File: src/rtl/zigbee_tx_byte_fifo.sv
// rtl/zigbee_tx_byte_fifo.sv - APB-fed byte FIFO with LSB-first serialiser and bit-rate strobe
module zigbee_tx_byte_fifo #(
    parameter int DEPTH    = 64,
    parameter int RATE_DIV = 25
) (
    input  logic       clk,
    input  logic       reset_n,    // active-high asynchronous reset despite the name
    input  logic       psel,
    input  logic       penable,
    input  logic       pwrite,
    input  logic [7:0] pwdata,
    output logic       pready,
    output logic       pslverr,
    input  logic       en_IQ,
    output logic       data_out,
    output logic       IQ_rate,
    output logic       mem_state
);

    localparam int AW = $clog2(DEPTH);
    localparam int CW = AW + 1;
    localparam int DW = $clog2(RATE_DIV);

    typedef enum logic {
        S_IDLE,
        S_SHIFT
    } state_t;

    state_t         r_state;
    state_t         w_state_nxt;
    logic [7:0]     r_mem [DEPTH];
    logic [AW-1:0]  r_wr_ptr;
    logic [AW-1:0]  r_rd_ptr;
    logic [CW-1:0]  r_count;
    logic [7:0]     r_shift;
    logic [DW-1:0]  r_div;
    logic [2:0]     r_bit_idx;

    logic w_access;
    logic w_full;
    logic w_empty;
    logic w_push;
    logic w_pop;
    logic w_strobe;
    logic w_last_bit;

    // Full/empty come from the pre-edge count, so a write to a full FIFO is
    // refused even when a pop happens in the same cycle.
    assign w_full   = (r_count == CW'(DEPTH));
    assign w_empty  = (r_count == '0);
    assign w_access = psel & penable;
    assign w_push   = w_access & pwrite & ~w_full;

    assign pready    = w_access;
    assign pslverr   = w_access & (~pwrite | w_full);
    assign mem_state = w_full;

    // The strobe only fires while enabled, so pausing freezes the bit in place.
    assign w_strobe   = (r_state == S_SHIFT) & en_IQ & (r_div == DW'(RATE_DIV - 1));
    assign w_last_bit = w_strobe & (r_bit_idx == 3'd7);

    assign data_out = (r_state == S_SHIFT) & r_shift[r_bit_idx];
    assign IQ_rate  = w_strobe;

    // Serialiser state register.
    always_ff @(posedge clk or posedge reset_n) begin
        if (reset_n) begin
            r_state <= S_IDLE;
        end else begin
            r_state <= w_state_nxt;
        end
    end

    // Next state and pop decision; a byte may be reloaded straight after bit 7.
    always_comb begin
        w_state_nxt = r_state;
        w_pop       = 1'b0;
        case (r_state)
            S_IDLE: begin
                if (en_IQ && !w_empty) begin
                    w_pop       = 1'b1;
                    w_state_nxt = S_SHIFT;
                end
            end
            S_SHIFT: begin
                if (w_last_bit) begin
                    if (!w_empty) begin
                        w_pop = 1'b1;
                    end else begin
                        w_state_nxt = S_IDLE;
                    end
                end
            end
            default: w_state_nxt = S_IDLE;
        endcase
    end

    // Byte storage; no reset needed since only counted slots are ever read.
    always_ff @(posedge clk) begin
        if (w_push) begin
            r_mem[r_wr_ptr] <= pwdata;
        end
    end

    // Circular pointers and occupancy; simultaneous push and pop leave count unchanged.
    always_ff @(posedge clk or posedge reset_n) begin
        if (reset_n) begin
            r_wr_ptr <= '0;
            r_rd_ptr <= '0;
            r_count  <= '0;
        end else begin
            if (w_push) begin
                r_wr_ptr <= r_wr_ptr + AW'(1);
            end
            if (w_pop) begin
                r_rd_ptr <= r_rd_ptr + AW'(1);
            end
            case ({w_push, w_pop})
                2'b10:   r_count <= r_count + CW'(1);
                2'b01:   r_count <= r_count - CW'(1);
                default: r_count <= r_count;
            endcase
        end
    end

    // Shift register load, rate divider and bit index.
    always_ff @(posedge clk or posedge reset_n) begin
        if (reset_n) begin
            r_shift   <= '0;
            r_div     <= '0;
            r_bit_idx <= '0;
        end else if (w_pop) begin
            r_shift   <= r_mem[r_rd_ptr];
            r_div     <= '0;
            r_bit_idx <= '0;
        end else if (r_state == S_SHIFT && en_IQ) begin
            if (w_strobe) begin
                r_div     <= '0;
                r_bit_idx <= r_bit_idx + 3'd1;
            end else begin
                r_div <= r_div + DW'(1);
            end
        end
    end

endmodule

File: config.mk
export PLATFORM = sky130hd
export DESIGN_NAME = zigbee_tx_byte_fifo
export DESIGN_NICKNAME = d
export VERILOG_FILES = /design/src/rtl/zigbee_tx_byte_fifo.sv
export SDC_FILE = /design/constraint.sdc
export NUM_CORES = 1
export LEC_CHECK = 0
export CAP_MARGIN = 20
export CORE_ASPECT_RATIO = 0.6
export CORE_UTILIZATION = 25
export DETAILED_ROUTE_END_ITERATION = 10
export PLACE_DENSITY_LB_ADDON = 0.25
export REMOVE_ABC_BUFFERS = 1
export SLEW_MARGIN = 20
export SYNTH_ARGS = -nofsm -noshare
export SYNTH_HDL_FRONTEND = slang
export SYNTH_SLANG_ARGS = --single-unit
File: constraint.sdc
create_clock -name clk -period 3.2 [get_ports clk]
set_input_delay 0.64 -clock clk [delete_from_list [all_inputs] [get_ports clk]]
set_output_delay 0.64 -clock clk [all_outputs]
set_load 0.005 [all_outputs]
# ---- After elaboration in Yosys (flattened, before gate mapping)
# Memories as Yosys holds them, arrays and structs flattened. A register that Yosys moved wholly into a read port is not among the register bits.
# Index checks and enable logic that the tools add are counted.
# Widths: inputs -> output; s select.
dict set report totals {
  reg_bits 28
  n_memories 1
  mem_bits_rw 512
  out_inout_bits 5
  elab_cells 56
  input_bits 14
}
dict set report classes {
  bitwise_logic 12
  reduce_logical 8
  add_sub_neg 6
  magnitude_cmp 1
  n_mux 17
  eq_ne 5
}
# memory words word_bits rd rd_clocked_by_memory_dff write_ports line_no
set memory_table {}
lappend memory_table {r_mem 64 8 1 1 1 31} ;# logic [7:0] r_mem [DEPTH];
# cell count
set ops {}
lappend ops {{$mux 5} 3}
lappend ops {{$pmux 7 s2} 1}
lappend ops {{$add 6x1->6 const B} 2}
lappend ops {{$mux 3} 3}
lappend ops {{$and 1x1->1} 8}
lappend ops {{$add 7x1->7 const B} 1}
lappend ops {{$eq 7x7->1 const B} 1}
lappend ops {{$logic_not 7->1} 1}
lappend ops {{$mux 1} 7}
lappend ops {{$sub 7x1->7 const B} 1}
lappend ops {{$reduce_bool 2->1} 3}
lappend ops {{$add 5x1->5 const B} 1}
lappend ops {{$eq 5x5->1 const B} 1}
lappend ops {{$lt 3x4->1 const B} 1}
lappend ops {{$pmux 1 s2} 2}
lappend ops {{$add 3x1->3 const B} 1}
lappend ops {{$bmux 1 s3} 1}
lappend ops {{$eq 3x3->1 const B} 1}
lappend ops {{$not 1->1} 3}
lappend ops {{$eq 2x1->1 const B} 1}
lappend ops {{$eq 2x2->1 const B} 1}
lappend ops {{$logic_and 1x1->1} 2}
lappend ops {{$reduce_and 2->1} 1}
lappend ops {{$logic_not 1->1} 1}
lappend ops {{$or 1x1->1} 1}

# ---- Longest topological paths before layout
# Gate-level depths: netlist (run 1).
dict set report logic_depth {
  depth_word 7
  ltp_mapped 17
  mapped_depth_nobuf 14
}

# ---- Worst setup path before layout (run 1)
# OpenSTA, ideal clock, no wires.
dict set report synth_path {
  path_type {reg-to-reg}
  start {register r_div[0]}
  end {register r_count[6]}
  n_path_buf 3
  stages_incl_launch_ff 18
  required_time_ps 3113
  setup_slack_ps -128
  setup_time_ps 87
  arrival_ps 3241
  synth_period_minus_slack_ps 3328
  path_cell_list {dfrtp_1 > inv_1 > ha_1 > and4b_1 > a31oi_1 > or2_1 > buf_4 > inv_2 > buf_2 > ha_1 > clkbuf_1 > xor2_1 > ha_1 > and3b_1 > o21ai_0 > a211o_1 > and3_1 > o211ai_1}
}
dict set report synth_between {
  elab_chain_len 7
  elab_cells_between_ends 9
  cone_classes {eq/ne: 3; mux: 3; bitwise: 2; reduce/logical: 1}
}
# item line_no
set synth_lines {}
lappend synth_lines {{start: declaration} 36} ;# logic [DW-1:0] r_div;
lappend synth_lines {{start signal: assignment} 141} ;# r_div <= r_div + DW'(1);
lappend synth_lines {{$eq 5x5->1 (*)} 59} ;# assign w_strobe = (r_state == S_SHIFT) & en_IQ & (r_div == DW'(RATE_DIV - 1));
lappend synth_lines {{$and 1x1->1 (*)} 59}
lappend synth_lines {{$and 1x1->1 (*)} 60} ;# assign w_last_bit = w_strobe & (r_bit_idx == 3'd7);
lappend synth_lines {{$mux 1 (*)} 86} ;# if (w_last_bit) begin
lappend synth_lines {{$pmux 1 s2 (*)} 78} ;# case (r_state)
lappend synth_lines {{net w_pop} 43} ;# logic w_pop;
lappend synth_lines {{$eq 2x1->1 or $eq 2x2->1 (tied branches)} 118} ;# case ({w_push, w_pop})
lappend synth_lines {{$pmux 7 s2 or $reduce_bool 2->1 (tied branches)} -}
lappend synth_lines {{end signal: assignment} 119} ;# 2'b10: r_count <= r_count + CW'(1);
lappend synth_lines {{end signal: assignment} 120} ;# 2'b01: r_count <= r_count - CW'(1);
lappend synth_lines {{end signal: assignment} 121} ;# default: r_count <= r_count;
lappend synth_lines {{end: declaration} 34} ;# logic [CW-1:0] r_count;
# The timed path passes the listed nets; every way through them passes the cells marked *.
# A chain may end at the register's enable or synchronous reset.

# ---- Worst setup path in the final report (run 1)
dict set report layout_path {
  start {register r_count[4]}
  end {register r_count[6]}
}
dict set report layout_between {
  elab_chain_len 7
  elab_cells_between_ends 16
  cone_classes {add/sub: 2; eq/ne: 3; mux: 5; bitwise: 2; reduce/logical: 4}
}
# item line_no
set layout_lines {}
lappend layout_lines {{$logic_not 7->1} 50} ;# assign w_empty = (r_count == '0);
lappend layout_lines {{$logic_not 1->1} -}
lappend layout_lines {{$logic_and 1x1->1} 80} ;# if (en_IQ && !w_empty) begin
lappend layout_lines {{$mux 1} 80}
lappend layout_lines {{$pmux 1 s2} 78}
lappend layout_lines {{$eq 2x1->1 or $eq 2x2->1 (tied branches)} 118}
lappend layout_lines {{$pmux 7 s2 or $reduce_bool 2->1 (tied branches)} -}
# Several ways; a longest one is shown, not always the timed one.

==> impl_metrics.tcl, run 1 <==
set metrics [dict create \
    multi_input_area_um2 5378 \
    synth_edf_count 512 \
    finalCriticalPeriod_ns 2.994 \
    antenna_found_initial 0 \
    clkTransAtPathRegs_ns 0.06 \
    endpoint_kind "flip-flop" \
    port_buffers 18 \
    leakage_nw 8.280 \
    syn_area_um2 22060 \
    use_met3_pct 2.991 \
    max_slew_margin_pct 31.29 \
    place_hpwl_um 38240 \
    cp-start-kind "flip-flop" \
    num_rows 83 \
    postRouteAntennaNets 0 \
    final_hold_viol_count 0 \
    clk_path_buf_depth 3 \
    seq_area_um2 16290 \
    fin_skew_ns 0.02338 \
    synthToLayoutAreaGrowth_pct 17.58 \
    synth.avg_cell_area_um2 18.91 \
    vias 11600 \
    maxCapViolations 0 \
    drc 0 \
    fin_hold_ws_ns 0.3782 \
    htree_levels 2 \
    viasPerCell 4.639 \
    netlist_instances 1167 \
    globalRouteOverflowTotal 0 \
    min_period_over_period_pct 93.57 \
    arrival_ns 3.49 \
    crit_path_frequent_cell "ha_1" \
    worst-setup-path-type "reg2reg" \
    ir_worst_vdd_v 0.0002981 \
    yosysWarnings 0 \
    r2r_cells 12 \
    grt_pass1_wl_um 83840 \
    ys_seq_elements 548 \
    cts_tree "done" \
    p_per_area_nw_per_um2 646.3 \
    yosysSeqAreaShare_pct 73.77 \
    grt_usage_pct 12.87 \
    antenna_cells 0 \
    drv_slew 0 \
    fillers 8509 \
    die_w_um 385.5 \
    synthArstFlopShare_pct 6.569 \
    synth_flop_cell "edfxtp_1" \
    fmax_mhz 334.0 \
    grtUsageMet2_pct 17.40 \
    setup_viol 0 \
    grt_pass1_vias 11810 \
    final_layout_size_suffix_gt1_share_pct 29.25 \
    rsz0062_at_grt "no" \
    dieArea_um2 89480 \
    worstPathCellList "nor3_2, and3b_4, or2_1, inv_2, ha_1, xor2_1, ha_1, nor3b_1, o21ai_0, a211o_1, and3_1, o211ai_1" \
    status "complete, no violations" \
    max_slew.worst_pin.slew_ns 1.031 \
    dr.pass1.iters 5 \
    gp_congestion 0.8179 \
    dpl.cell_count 2409 \
    grt_max_degree 73 \
    drtIter0Drc 968 \
    crit_required_ns 3.69 \
    post_drt_wl_per_cell_um 22.92 \
    busiest_layer "met1" \
    max_stage_delay_ns 0.47 \
    cts.sinks 548 \
    cts-root-buf "clkbuf_16" \
    drt-total-wl_um 57330 \
    fp.dieH_um 232.1 \
    layout.nets 1339 \
    layoutNonFillerInstCount 2501 \
    initial_core_util_pct 25.53 \
    cts_buffers 50 \
    min_path_type "in2async" \
    use_met1_pct 20.70 \
    ios 19 \
    core-area_um2 86400 \
    cp_slowest_cell "dfrtp_1" \
    final_util_pct 30.02 \
    yosysUniqueCellTypes 66 \
    clkLatencyLatePin_ns 0.59 \
    cp_max_fo 7 \
]
report_power, final:
part	total [W]	internal (W)	switching, W
Combinational	0.00272	0.00125	0.00147
Sequential	0.00827	0.00800	0.000263
Clock	0.00578	0.00315	0.00263
registers in the layout (all words and copies together), names as in the netlist:
signal,count
r_wr_ptr,6
r_mem,512
r_bit_idx,3
r_state,1
r_shift,8
r_rd_ptr,6
r_div,5
r_count,7
through the flow:
| step | total power (W) | setup TNS, ns | cell area (µm²) | setup slack [ns] |
|---|---|---|---|---|
| 6_report | 0.01676 | 0 | 25940 | 0.2057 |
| 5_1_grt | 0.01740 | 0 | 25940 | 0.01009 |
| 3_3_place_gp | 0.01114 | -0.2481 | 24400 | -0.1331 |
| 4_1_cts | 0.01695 | 0 | 25930 | 0.1429 |
| 3_5_place_dp | 0.01115 | -0.3485 | 24410 | -0.1966 |
| 2_1_floorplan | 0.01023 | -39.72 | 21700 | -3.329 |
cells in the final DEF (no fill, tap or decap), drive strengths merged, types with 11 or more instances in the layout:
cell type / count
a22oi: 21
xnor2: 12
o21ai: 17
buf: 149
mux2: 63
a221oi: 19
clkbuf: 66
clkinv: 23
edfxtp: 512
nand2: 45
nor2: 80
inv: 12
dfrtp: 36
nand4: 11
mux2i: 29
mux4: 99
nand3: 32
routing by layer:
layer / share of wire (%) / wire length [µm]
met1: 52 / 30060
met2: 40 / 23080
met3: 6.0 / 3457
met4: 1.3 / 732
met5: 0 / 0
final cells by class:
| cell class | instances | share of cell area, % |
|---|---|---|
| flip-flops and latches | 548 | 62.79 |
| multi-input cells | 542 | 20.73 |
| well taps | 1147 | 5.533 |
| clock buffers | 66 | 5.094 |
| repair buffers | 159 | 4.862 |
| clock inverters | 25 | 0.7910 |
| inverters | 14 | 0.2026 |
synth_stat cells, types with 11 or more instances:
master,instances,share of area [%]
mux4_2,99,10
dfrtp_1,36,4.1
a22oi_1,21,0.71
o21ai_0,16,0.36
a221oi_1,18,0.71
edfxtp_1,512,70
mux2i_1,29,1.3
nand3_1,31,0.70
nor2_1,80,1.4
buf_2,26,0.59
clkbuf_1,15,0.26
inv_1,11,0.19
mux2_2,58,3.0
nand2_1,42,0.71
xnor2_1,11,0.44
cell families after synthesis:
group,after synthesis,share of synthesized area (%)
flip-flops,548,73.77
AND/OR/NAND/NOR,217,4.872
multiplexers,191,14.65
AO/OA/AOI/OAI,106,3.522
buffers and inverters,77,1.866
XOR/XNOR,18,0.7486
adder cells (fa/ha/maj),10,0.5671
worst max-delay path, delay by kind of cell, from the launching register on:
kind | cells | cell delay (ns)
adder cells (fa/ha/maj) | 2 | 0.43
buffers and inverters | 1 | 0.04
XOR/XNOR | 1 | 0.17
flip-flops | 1 | 0.47
AND/OR/NAND/NOR | 5 | 1.20
AO/OA/AOI/OAI | 3 | 0.60
final timing paths:
| kind | startpoint | endpoint | slack, ns |
|---|---|---|---|
| worst max-delay path | r_count[4] | r_count[6] | 0.21 |
| worst min-delay path | reset_n | r_count[6] | 0.38 |
| worst max register to register | r_count[4] | r_count[6] | 0.21 |
| worst min register to register | r_shift[6] | r_shift[6] | 0.48 |
| max in group asynchronous | reset_n | r_rd_ptr[1] | 2.28 |
| min in group clk | r_shift[6] | r_shift[6] | 0.48 |
what timing repair did:
item                       CTS  global route
setup endpoints to repair    0             2
setup buffers                0             1
hold buffers                 0             0
resized for setup            0             1
(Power assumes the default switching activity.)
==> run 2: changes to the inputs <==
- CTS_CLUSTER_SIZE: not set -> 8
- MAX_ROUTING_LAYER: not set -> met4
- SKIP_CTS_REPAIR_TIMING: not set -> 1
==> run 2 against run 1 <==
Final cell count increased by 1.2%. Clock power increased by 33%. Global-route usage increased by 0.76 points. Combinational power about the same. Critical path depth decreased by 7. Wire length increased by 1.4%. Sequential share of layout area decreased by 1.6 points.
==> impl_metrics.tcl, run 2 (synthesized netlist as in run 1, its figures left out) <==
set metrics [dict create \
    clkTransAtPathRegs_ns 0.05 \
    place_area_um2 24410 \
    worst-setup-path-type "reg2out" \
    gp_congestion 0.8303 \
    finalCriticalPeriod_ns 3.033 \
    status "complete, no violations" \
    drv_slew 0 \
    core-area_um2 86400 \
    cts_tree "done" \
    postRouteAntennaNets 0 \
    crit_required_ns 2.56 \
    htree_levels 3 \
    num_rows 83 \
    power_switching_w 0.004785 \
    fin_hold_ws_ns 0.3307 \
    ios 19 \
    cp_max_fo 3 \
    fp.dieH_um 232.1 \
    internal-power_w 0.01387 \
    maxCapViolations 0 \
    ir_worst_vdd_v 0.0003635 \
    arrival_ns 2.39 \
    place_hpwl_um 38240 \
    cts-root-buf "clkbuf_16" \
    cts.sinks 548 \
    max_slew.worst_pin.slew_ns 0.9732 \
    drtIter0Drc 1013 \
    die_w_um 385.5 \
    cp-start-kind "flip-flop" \
    endpoint_kind "primary output" \
    grt_pass1_vias 12070 \
    power_frac_seq_pct 44.4 \
    pre_cts_slack_ns -0.1966 \
    antenna_found_initial 0 \
    worst_slack_ns 0.1674 \
    vias 11720 \
    layout_common_cells "512 x edfxtp_1, 135 x buf_4, 99 x mux4_2, 79 x nor2_1, 79 x clkbuf_16" \
    synthToLayoutAreaGrowth_pct 20.73 \
    globalRouteOverflowTotal 0 \
    drc 0 \
    p_sw_share_pct 25.65 \
    layout.nets 1366 \
    dieArea_um2 89480 \
    final_layout_size_suffix_gt1_share_pct 30.12 \
    min_path_type "in2async" \
    port_buffers 18 \
    setup_viol 0 \
    dr.pass1.iters 5 \
    viasPerCell 4.633 \
    leakage_nw 8.601 \
    p_per_area_nw_per_um2 700.3 \
    design_area_um2 26640 \
    rsz0062_at_grt "no" \
    min_period_over_period_pct 94.77 \
    final_common_cell "edfxtp_1" \
    r2r_setup_slack_ns 0.24 \
    fin_skew_ns 0.01484 \
    grt_pass1_wl_um 85230 \
    grt_usage_pct 13.64 \
    tns_ns 0 \
    cts_buffers 78 \
    p_comb_share_pct 14.5 \
    final_hold_viol_count 0 \
    largest_reg_flops 512 \
    initial_core_util_pct 25.53 \
    power.share.clock_pct 41.1 \
    max_slew_margin_pct 35.12 \
    clkLatencyLatePin_ns 0.63 \
    grt_max_degree 73 \
    clk_path_buf_depth 3 \
    post_drt_wl_per_cell_um 22.98 \
    drt-total-wl_um 58150 \
    fmax_mhz 329.8 \
    largestRegisters "r_mem (512), r_shift (8), r_count (7)" \
    largest_register "r_mem" \
]
## run 2: cell count changes in the layout (fill, tap and decap cells not counted), moves of 2 or more
| cell | delta |
|---|---|
| inv_6 | +2 |
| clkbuf_16 | +29 |
| clkbuf_1 | +18 |
| clkinv_1 | -10 |
| inv_16 | +2 |
| diode_2 | +2 |
| clkinv_2 | -9 |
| bufinv_16 | -2 |
## run 2: area by class of cell
| type | instances | area (µm²) |
|---|---|---|
| diodes | 2 | 5.005 |
| clock buffers | 112 | 2101 |
| clock inverters | 7 | 120.1 |
| fillers | 8448 | 59770 |
| inverters | 14 | 52.55 |
| multi-input cells | 542 | 5383 |
| flip-flops and latches | 548 | 16290 |
| well taps | 1147 | 1435 |
| repair buffers | 158 | 1254 |
## run 2: layer usage
layer / vias up / global-route usage [%] / wire length [µm]
li1: 5089 / - / -
met4: 0 / 3.644 / 1030
met5: - / - / 0
met2: 347 / 17.35 / 23030
met1: 6209 / 20.87 / 30190
met3: 76 / 3.485 / 3900
## run 2: path summary, 6_finish.rpt
| kind | cells after the start | start | endpoint |
|---|---|---|---|
| worst min register to register | 2 | r_shift[6] | r_shift[6] |
| min in group clk | 2 | r_shift[6] | r_shift[6] |
| worst min-delay path | 2 | reset_n | r_count[6] |
| worst max register to register | 14 | r_div[0] | r_count[6] |
| worst max-delay path | 5 | r_bit_idx[0] | data_out |
| max in group asynchronous | 3 | reset_n | r_rd_ptr[2] |
## run 2: power groups by stage
stage               sequential, W  clock [W]  combinational [W]
global route              0.00830    0.00815            0.00293
global placement          0.00841          0            0.00273
floorplan                 0.00861          0            0.00162
CTS                       0.00828    0.00787            0.00275
detailed placement        0.00841          0            0.00274
finish                    0.00829    0.00766            0.00271
## run 2: worst max-delay path: stages (launching register included)
cell and delay (ns):
dfrtp_1 0.36, buf_4 0.15, mux4_2 0.51, mux2i_1 0.21, nor2b_1 0.08, clkdlybuf4s50_1 0.47
## run 2: stage by stage
step           power (W)  std cells  utilization, %
6_report         0.01865       2530           30.83
5_1_grt          0.01938       2528           30.82
4_1_cts          0.01890       2528           30.82
3_5_place_dp     0.01115       2409           28.25
3_3_place_gp     0.01114       2409           28.24
2_1_floorplan    0.01023       1104               -
==> run 3: changes to the inputs <==
- CAP_MARGIN: 20 -> not set
==> results of run 3 <==
The final DEF is identical to that of run 2; final timing and power are the same.
